### src/rtl/bit_packer_pkg.sv
// Shared constants, FSM state type and code-mask helper for the bit_packer entropy-code packer.
package bit_packer_pkg;

  localparam int CODE_W   = 32;
  localparam int OUT_W    = 16;
  localparam int BUF_W    = CODE_W + OUT_W;
  localparam int LEN_W    = $clog2(CODE_W + 1);
  localparam int CNT_W    = $clog2(BUF_W + 1);
  localparam int PAD_HALF = OUT_W / 2;

  typedef enum logic [1:0] {
    RUN   = 2'd0,
    DRAIN = 2'd1,
    PAD   = 2'd2,
    DONE  = 2'd3
  } state_t;

  // Mask of the len low-order bits; len >= CODE_W yields all ones.
  function automatic logic [CODE_W-1:0] len_mask(input logic [LEN_W-1:0] len);
    logic [CODE_W:0] m;
    m = ({{CODE_W{1'b0}}, 1'b1} << len) - {{CODE_W{1'b0}}, 1'b1};
    return m[CODE_W-1:0];
  endfunction

endpackage

### src/rtl/bit_packer.sv
// Packs right-aligned variable-length codes MSB-first into 16-bit words, with JPEG 1-fill on flush.
// Optional BIT_PACKER_BYTE_FLUSH_EN: pad boundary of 8 bits and an out_half flag on the final word.
module bit_packer
  import bit_packer_pkg::*;
(
  input  logic              clk,
  input  logic              rst_n,
  input  logic              ena_in,
  output logic              rdy_out,
  input  logic [CODE_W-1:0] code,
  input  logic [LEN_W-1:0]  len,
  output logic              ena_out,
  input  logic              rdy_in,
  output logic [OUT_W-1:0]  out,
  input  logic              flush,
  output logic              done
`ifdef BIT_PACKER_BYTE_FLUSH_EN
  ,
  output logic              out_half
`endif
);

  localparam int SH_W = CNT_W + 1;

  state_t            state, state_next;
  logic [BUF_W-1:0]  buf_q, buf_next, base_buf, ins;
  logic [CNT_W-1:0]  count, count_next, base_cnt;
  logic [SH_W-1:0]   shamt;
  logic [OUT_W-1:0]  pad_word;
  logic              accept, emit;

  assign rdy_out = (state == RUN) & ~flush & (count <= CNT_W'(OUT_W));
  assign out     = buf_q[BUF_W-1 -: OUT_W];

  // Accept and emit only coincide at count == 16, so appending at the
  // post-emit count never lands inside the word currently on out.
  always_comb begin
    // NOTE: every always_comb output gets a default first so no path can infer a latch.
    accept     = ena_in & rdy_out;
    emit       = ena_out & rdy_in;
    base_buf   = emit ? (buf_q << OUT_W) : buf_q;
    base_cnt   = emit ? (count - CNT_W'(OUT_W)) : count;
    shamt      = SH_W'(BUF_W) - {1'b0, base_cnt} - {1'b0, len};
    ins        = {{OUT_W{1'b0}}, code & len_mask(len)} << shamt;
    pad_word   = {OUT_W{1'b1}} >> count;
    buf_next   = base_buf;
    count_next = base_cnt;
    state_next = state;

    case (state)
      RUN: begin
        if (accept) begin
          buf_next   = base_buf | ins;
          count_next = base_cnt + CNT_W'(len);
        end else if (flush) begin
          state_next = (base_cnt == '0) ? DONE : DRAIN;
        end
      end
      DRAIN: begin
        if (base_cnt == '0)
          state_next = DONE;
        else if (!ena_out)
          state_next = PAD;
      end
      PAD: begin
        buf_next   = buf_q | {pad_word, {CODE_W{1'b0}}};
        count_next = CNT_W'(OUT_W);
        state_next = DRAIN;
      end
      DONE: begin
        if (!flush) begin
          state_next = RUN;
          buf_next   = '0;
          count_next = '0;
        end
      end
      default: state_next = RUN;
    endcase
  end

  always_ff @(posedge clk or negedge rst_n) begin
    if (!rst_n) begin
      state   <= RUN;
      buf_q   <= '0;
      count   <= '0;
      ena_out <= 1'b0;
      done    <= 1'b0;
    end else begin
      // NOTE: sequential state uses non-blocking assignments so every register samples pre-edge values.
      state   <= state_next;
      buf_q   <= buf_next;
      count   <= count_next;
      ena_out <= (count_next >= CNT_W'(OUT_W));
      done    <= (state_next == DONE);
    end
  end

`ifdef BIT_PACKER_BYTE_FLUSH_EN
  // The pad word carries out_half only when the residual fits in the upper byte.
  always_ff @(posedge clk or negedge rst_n) begin
    if (!rst_n)
      out_half <= 1'b0;
    else if (state == PAD)
      out_half <= (count <= CNT_W'(PAD_HALF));
    else if (emit)
      out_half <= 1'b0;
  end
`endif

  // Lengths above CODE_W are illegal on an accepted transfer.
  a_len_legal: assert property (@(posedge clk) disable iff (!rst_n)
    (ena_in && rdy_out) |-> (len <= LEN_W'(CODE_W)));

endmodule
### config.mk
export PLATFORM = sky130hd
export DESIGN_NAME = bit_packer
export DESIGN_NICKNAME = d
export VERILOG_FILES = /design/src/rtl/bit_packer_pkg.sv /design/src/rtl/bit_packer.sv
export SDC_FILE = /design/constraint.sdc
export NUM_CORES = 1
export LEC_CHECK = 0
export CAP_MARGIN = 20
export CORE_UTILIZATION = 36
export DETAILED_ROUTE_END_ITERATION = 6
export GPL_TIMING_DRIVEN = 0
export PLACE_DENSITY = 0.52
export SKIP_CTS_REPAIR_TIMING = 1
export SLEW_MARGIN = 20
export SYNTH_ARGS = -nofsm -noshare
export SYNTH_HDL_FRONTEND = slang
export SYNTH_SLANG_ARGS = --single-unit
export TNS_END_PERCENT = 100
### constraint.sdc
create_clock -name clk -period 9.1 [get_ports clk]
set_input_delay 0.91 -clock clk [delete_from_list [all_inputs] [get_ports clk]]
set_output_delay 0.91 -clock clk [all_outputs]
set_load 0.01 [all_outputs]
==> metrics.txt, run 1 <==
Multi-input gate area 4952 um^2; IO Pins 62; H-tree depth 3; sequential share of power 0.100; Tcrit/Tclk final 0.6406; # diodes 0; Most common cell on crit path clkbuf_1; met3 usage 0.05812; Die Y 140.5 um; CP max stage cell clkbuf_1; Fin. Hold Viols 0; Inst Count DP 1202; DRT iter0 DRCs 1020; initial antenna violation count 0; Pleak 0.003211 uW; Top delay family on crit path buffers and inverters; grt peak-use layer met2; net load switching power 2264 uW; clock power share 0.098; CP arrival 6.04 ns; post-DR wirelength/cell 26.42 um; core region area 18770 um^2; Mean Syn Cell Area 7.634 um^2; register area 1451 um^2; DIE AREA 19750 um^2; Sink Count 58; GR Util met1 0.4341; commonest non-fill, non-tap cell in the layout nand2_1; TritonCTS Buffers 9; Final min period 5.829 ns; crit-path cells clkdlybuf4s50_1 > clkbuf_1 > clkbuf_1 > inv_1 > ha_1 > clkbuf_1 > clkbuf_1 > clkbuf_1 > a31oi_1 > o22ai_1 > o32ai_1 > a211oi_1 > o32ai_1 > or2_2; Async S/R FF share, synth 1.000; growth of design area from synthesis to finish 18.13%; Crit. End Element flop; switching portion of total power 0.6004; HPWL after DPL 25270 um; max cap viols 0; synth warn 0; detailed-route wire length 32180 um; initial core utilization 0.3681; Crit Path Category input port to flop; prevailing post-synth register cell dfrtp_1; status completed; GRT overflow 0; Worst Skew 0.005238 ns; router iterations before antenna repair 6; clock tree buffer depth 2; Hold Crit Class input port to asynchronous set/reset pin; CTS clk-pin slew, worst paths 0.05 ns; # fillers 1975; Non-Filler Instances 1218; vias 8191; vias in the first global route 7775; # nets final 1043; pwr/cell area 462.1 nW/um^2; commonest cells after routing, fill and taps aside nand2_1, nor2_1, o21ai_0, clkbuf_1, clkdlybuf4s50_1; Die W 140.5 um; CTS root buffer clkbuf_16; Via density 6.725; Final setup viols 0; # DRC 0; CP bufs+invs 7; WP data required 9.32 ns; Placer Congestion 0.9926; first-pass GRT wire length 49120 um; Clock Latency Late Sink 0.34 ns; post-synth cell types 88; peak supply drop 187.7 uV; synthesized area 6909 um^2; Setup TNS Final 0 ns; max incr delay on CP 0.54 ns; syn_nets 969; share of post-route cells with drive strength above 1 0.09045; unrepaired setup endpoints after global routing no; Gate power share 0.802; TritonCTS clock tree built; number of synthesized register bits 58; internal power 1507 uW; relative slew slack 0.2103; I/O Buffers 61; Final Slew Violations 0; Antenna Nets Post-Route 0; critical path startpoint category input port; fmax 171.6 MHz; number of cell rows 50; pin count of the biggest net entering global routing 51; Least-Margin Pin Slew 1.176 ns; Post-synth EDFFs 0; Seq/Total Area, Yosys 0.2101; Synth Instances 905; met2 Resource Use GR 0.5376; crit path max fanout 10; Tot GR Track Use 0.3293
[metal layers]
layer | up-vias | routed length [um] | share of wire
met3 | 74 | 2812 | 0.087
met4 | 0 | 1068 | 0.033
li1 | 3664 | - | -
met5 | - | 0 | 0
met2 | 481 | 14840 | 0.46
met1 | 3972 | 13450 | 0.42
[path summary, 6_finish.rpt]
check,cells after the start,slack [ns],end,startpoint
min in group clk,2,0.48,buf_q[14],buf_q[14]
setup / recovery,14,3.27,buf_q[35],len[0]
setup reg to reg,11,3.94,buf_q[43],count[2]
hold / removal,1,0.40,state[1],rst_n
max in group asynchronous,2,8.21,buf_q[9],rst_n
hold reg to reg,2,0.48,buf_q[14],buf_q[14]
[area by class of cell]
| cell class | count | area share |
|---|---|---|
| Buffer | 91 | 0.05136 |
| Clock buffer | 10 | 0.02928 |
| Clock inverter | 6 | 0.009811 |
| Inverter | 23 | 0.01058 |
| Multi-Input combinational cell | 733 | 0.6068 |
| Sequential cell | 58 | 0.1778 |
| Tap cell | 234 | 0.03587 |
| Timing Repair Buffer | 63 | 0.07849 |
[state kept, by name (all words and copies together), names as in the netlist, named ones only]
register  count
buf_q        48
count         5
state         2
done          1
ena_out       1
[power by group through the flow]
stage	sequential, uW	combinational (uW)	clock (uW)
detailed placement	379	2900	0
global route	382	3200	382
global placement	380	2920	0
floorplan	358	1900	0
finish	376	3020	371
CTS	375	2910	372
[cells in the mapped netlist (15+ instances only)]
| master | number | area, um^2 |
|---|---|---|
| a211oi_1 | 15 | 112.6 |
| a21oi_1 | 36 | 180.2 |
| a31oi_1 | 21 | 131.4 |
| and2_1 | 15 | 93.84 |
| buf_4 | 16 | 120.1 |
| clkbuf_1 | 64 | 240.2 |
| dfrtp_1 | 58 | 1451 |
| ha_1 | 18 | 225.2 |
| inv_1 | 22 | 82.58 |
| mux2i_1 | 26 | 260.3 |
| nand2_1 | 84 | 315.3 |
| nand3_1 | 31 | 155.2 |
| nor2_1 | 69 | 259.0 |
| nor3_1 | 26 | 130.1 |
| o211ai_1 | 23 | 172.7 |
| o21ai_0 | 68 | 340.3 |
| o31ai_1 | 16 | 120.1 |
[worst register-to-register path: stages (launching register included)]
cell and delay (ns):
dfrtp_1 0.35, clkbuf_1 0.41, clkbuf_1 0.56, inv_1 0.20, ha_1 0.42, fa_1 0.46
xor2_1 0.52, clkbuf_1 0.51, nor2_1 0.28, a221oi_1 0.72, o211ai_1 0.24, a221o_1 0.36
[cell families after synthesis]
group,count (synthesis),synth area share
buffers and inverters,114,0.07316
multiplexers,37,0.06212
AND/OR/NAND/NOR,307,0.2204
XOR/XNOR,13,0.01757
AO/OA/AOI/OAI,355,0.3754
flip-flops,58,0.2101
adder cells (fa/ha/maj),21,0.04129
[stage by stage]
step           hold WS, ns  total power, uW  utilization  instance area [um^2]  setup WS [ns]
2_1_floorplan       0.4489             2261            -                  6909          4.877
3_3_place_gp        0.4662             3304       0.4163                  7812          3.031
3_5_place_dp        0.4706             3275       0.4179                  7843          3.135
4_1_cts             0.4060             3660       0.4349                  8162          3.451
5_1_grt             0.4163             3960       0.4349                  8162          3.074
6_report            0.4026             3771       0.4349                  8162          3.271
Note: power is estimated with default switching activity, not from simulation.
==> run 2, diff against run 1 <==
clock period = 5.45 ns   (was 9.1 ns; I/O delays follow)
==> run 2 against run 1 <==
- die area unchanged
- cell area increased by 0.23%
- clock skew increased by 0.0016 ns
- utilization increased by 0.10 points
- critical path type unchanged
==> metrics.txt, run 2 (synthesis gave the netlist of run 1 again) <==
H-tree depth 3; Sink Count 58; router iterations before antenna repair 5; Inst Count DP 1202; unrepaired setup endpoints after global routing yes; Placer Congestion 0.9926; Fin. Hold Viols 0; relative slew slack 0.2114; # diodes 0; initial antenna violation count 0; Tot GR Track Use 0.3293; Via density 6.727; Tcrit/Tclk final 0.9908; Least-Margin Pin Slew 1.174 ns; CTS clk-pin slew, worst paths 0.05 ns; Pleak 0.003226 uW; DIE AREA 19750 um^2; peak supply drop 320.5 uV; DP Area 7843 um^2; detailed-route wire length 32200 um; critical path startpoint category input port; Fin Hold WS 0.03635 ns; first-pass GRT wire length 49120 um; max cap viols 0; core region area 18770 um^2; Antenna Nets Post-Route 0; crit path max fanout 10; share of post-route cells with drive strength above 1 0.09654; vias 8193; clock tree buffer depth 2; Worst Skew 0.006788 ns; initial core utilization 0.3681; # nets final 1043; TritonCTS Buffers 9; CTS root buffer clkbuf_16; Non-Filler Instances 1218; Crit. End Element flop; pin count of the biggest net entering global routing 51; commonest non-fill, non-tap cell in the layout nand2_1; CP arrival 5.62 ns; commonest cells after routing, fill and taps aside nand2_1, nor2_1, o21ai_0, clkbuf_1, clkdlybuf4s50_1; Final setup viols 0; TritonCTS clock tree built; growth of design area from synthesis to finish 18.40%; Top Registers buf_q x48, count x5, state x2; pwr/cell area 774.1 nW/um^2; number of cell rows 50; Crit Path Category input port to flop; Final Slew Violations 0; Hold Crit Class input port to asynchronous set/reset pin; Clock Latency Late Sink 0.34 ns; fin area 8180 um^2; status completed; Top reg by flops buf_q; Final min period 5.400 ns; GRT overflow 0; post-DR wirelength/cell 26.44 um; WP data required 5.67 ns; fmax 185.2 MHz; # DRC 0; I/O Buffers 61; IO Pins 62; Die Y 140.5 um; Largest register FFs 48; vias in the first global route 7775; Reg2Reg Setup Slack 0.28 ns; # fillers 1978; DRT iter0 DRCs 1027; Die W 140.5 um; HPWL after DPL 25270 um
run 2: changes by cell type in the layout (fill, tap and decap cells not counted):
cell,previous run,this run
a221oi_1,10,9
a221oi_2,0,1
clkbuf_1,64,60
clkbuf_2,0,4
xor2_1,2,1
xor2_2,0,1
run 2: layer usage:
layer	vias up	global-route usage	share of wire	routed length [um]
met3	82	0.05812	0.088	2824
met1	3968	0.4341	0.42	13410
li1	3658	-	-	-
met2	485	0.5376	0.46	14880
met5	-	0	0	0
met4	0	0.1213	0.034	1083
run 2: worst paths after layout:
| kind | start | end | cells past startpoint |
|---|---|---|---|
| setup / recovery | len[2] | buf_q[35] | 14 |
| setup reg to reg | count[2] | buf_q[35] | 12 |
| hold reg to reg | buf_q[14] | buf_q[14] | 2 |
| max in group asynchronous | rst_n | buf_q[11] | 2 |
| min in group clk | buf_q[14] | buf_q[14] | 2 |
| hold / removal | rst_n | count[4] | 1 |
run 2: area by class of cell:
class | count | area [um^2] | area share
plain buffers | 91 | 424.2 | 0.05185
clock buffers | 10 | 239.0 | 0.02921
clock inverters | 6 | 80.08 | 0.009789
inverters | 23 | 86.33 | 0.01055
multi-input cells | 733 | 4966 | 0.6071
flip-flops and latches | 58 | 1451 | 0.1774
well taps | 234 | 292.8 | 0.03579
repair buffers | 63 | 640.6 | 0.07831
run 2: through the flow:
stage | setup slack, ns | total power (uW) | util | setup TNS [ns]
2_1_floorplan | 1.592 | 3775 | - | 0
3_3_place_gp | -0.2536 | 5517 | 0.4163 | -1.761
3_5_place_dp | -0.1499 | 5469 | 0.4179 | -0.9940
4_1_cts | 0.1656 | 6111 | 0.4349 | 0
5_1_grt | -0.1528 | 6639 | 0.4359 | -0.1528
6_report | 0.05008 | 6333 | 0.4359 | 0
run 2: worst max-delay path, cell delays in order:
cell and delay, ns:
clkdlybuf4s50_1 0.62, buf_2 0.28, buf_2 0.25, buf_2 0.27, inv_1 0.14, ha_1 0.42
fa_1 0.46, xor2_1 0.53, clkbuf_1 0.50, clkbuf_1 0.56, nor3_1 0.14, o32ai_1 0.38
o22ai_1 0.20, or2_2 0.31
run 2: power breakdown:
part | leakage [uW] | internal (uW) | switching (uW)
logic | 0.00228 | 1590 | 3500
clock network | 0.000162 | 409 | 212
registers | 0.000785 | 534 | 92.8
==> run 3, diff against run 2 <==
CORE_UTILIZATION = 50   (was 36)
PLACE_DENSITY = 0.69   (was 0.52)
==> run 3 against run 2 <==
- power is 3.5% lower
- clock power decreased by 20%
- utilization grew 16 points
- critical path type unchanged
- sequential power hardly changed
- count of clock-buffer cells in the layout increased by 4
- worst setup slack improved by 0.14 ns
- sequential share of layout area increased by 0.41 points
- clock skew decreased by 0.0013 ns
- register-to-register slack better by 0.30 ns
- routed wire length shrank 7.2%
==> metrics.txt, run 3 (synthesis gave the netlist of run 1 again) <==
post-DR wirelength/cell 25.84 um; # DRC 0; Die Y 119.6 um; Final setup viols 0; router iterations before antenna repair 6; Fin. Hold Viols 0; clock tree buffer depth 2; unrepaired setup endpoints after global routing yes; Tot GR Track Use 0.4201; vias 8403; Crit Path Category input port to flop; I/O Buffers 61; detailed-route wire length 29880 um; Top Registers buf_q x48, count x5, state x2; Largest register FFs 48; CP arrival 5.53 ns; Inst Count DP 1142; Final Slew Violations 0; Hold Crit Class input port to asynchronous set/reset pin; CTS clk-pin slew, worst paths 0.05 ns; critical path startpoint category input port; GRT overflow 0; Tcrit/Tclk final 0.9651; initial core utilization 0.5176; pwr/cell area 764.2 nW/um^2; Pwr Total 6112 uW; Top reg by flops buf_q; pin count of the biggest net entering global routing 59; commonest cells after routing, fill and taps aside nand2_1, nor2_1, o21ai_0, clkbuf_1, clkdlybuf4s50_1; Non-Filler Instances 1156; share of post-route cells with drive strength above 1 0.08776; relative slew slack 0.2379; fin area 7998 um^2; WP data required 5.72 ns; initial antenna violation count 0; # nets final 1041; Clock Latency Late Sink 0.33 ns; IO Pins 62; HPWL after DPL 23410 um; crit path max fanout 10; TritonCTS Buffers 9; number of cell rows 42; Via density 7.269; peak supply drop 445.7 uV; Die W 119.6 um; Final min period 5.260 ns; CTS root buffer clkbuf_16; Pleak 0.003168 uW; Antenna Nets Post-Route 0; Least-Margin Pin Slew 1.135 ns; DP Area 7737 um^2; growth of design area from synthesis to finish 15.76%; fmax 190.1 MHz; first-pass GRT wire length 45720 um; TritonCTS clock tree built; status completed; core region area 13350 um^2; DIE AREA 14290 um^2; Worst Skew 0.005451 ns; Placer Congestion 1.046; max cap viols 0; Util after Layout 0.5992; Fin Hold WS 0.2784 ns; Sink Count 58; DRT iter0 DRCs 1528; Crit. End Element flop; H-tree depth 3; commonest non-fill, non-tap cell in the layout nand2_1; # diodes 0; vias in the first global route 7783; worst r2r path cells 12
## run 3: per-stage QoR
step | setup WS (ns) | setup TNS [ns]
after global routing | -0.02526 | -0.02526
after CTS | 0.2277 | 0
final | 0.1903 | 0
after detailed placement | -0.09862 | -0.1721
after global placement | -0.1197 | -0.3452
after floorplan | 1.592 | 0
## run 3: power breakdown
part	switching, uW	leakage [uW]	total [uW]	internal [uW]
clock	180	0.000123	494	314
combinational	3410	0.00226	4990	1580
sequential	92.1	0.000785	627	535
## run 3: worst max-delay path, cell delays in order
cell             delay (ns)
clkdlybuf4s50_1        0.66
buf_2                  0.27
buf_2                  0.23
buf_2                  0.26
inv_1                  0.15
ha_1                   0.40
fa_1                   0.45
a21o_1                 0.19
a21oi_1                0.25
xor2_1                 0.68
nand3_1                0.43
clkbuf_1               0.42
a211oi_1               0.41
a211o_1                0.16
## run 3: final cells by class
type                            instances  area (um^2)
Buffer                                 91        425.4
Sequential cell                        58         1451
Inverter                               23        86.33
Fill cell                            1295         5350
Clock buffer                           14        254.0
Tap cell                              176        220.2
Timing Repair Buffer                   61        608.1
Multi-Input combinational cell        733         4952
## run 3: layer usage
| metal | vias to the layer above | global-route usage | routed length [um] |
|---|---|---|---|
| met4 | 0 | 0.2492 | 2007 |
| met3 | 147 | 0.07605 | 3200 |
| met5 | - | 0 | 0 |
| met2 | 684 | 0.6723 | 13290 |
| met1 | 3921 | 0.5278 | 11380 |
| li1 | 3651 | - | - |
## run 3: final timing paths
check | to | startpoint | slack, ns
min | count[3] | rst_n | 0.28
min in group clk | buf_q[14] | buf_q[14] | 0.49
max | buf_q[33] | len[2] | 0.19
min reg2reg | buf_q[14] | buf_q[14] | 0.49
max reg2reg | buf_q[33] | count[2] | 0.58
max in group asynchronous | buf_q[20] | rst_n | 4.68
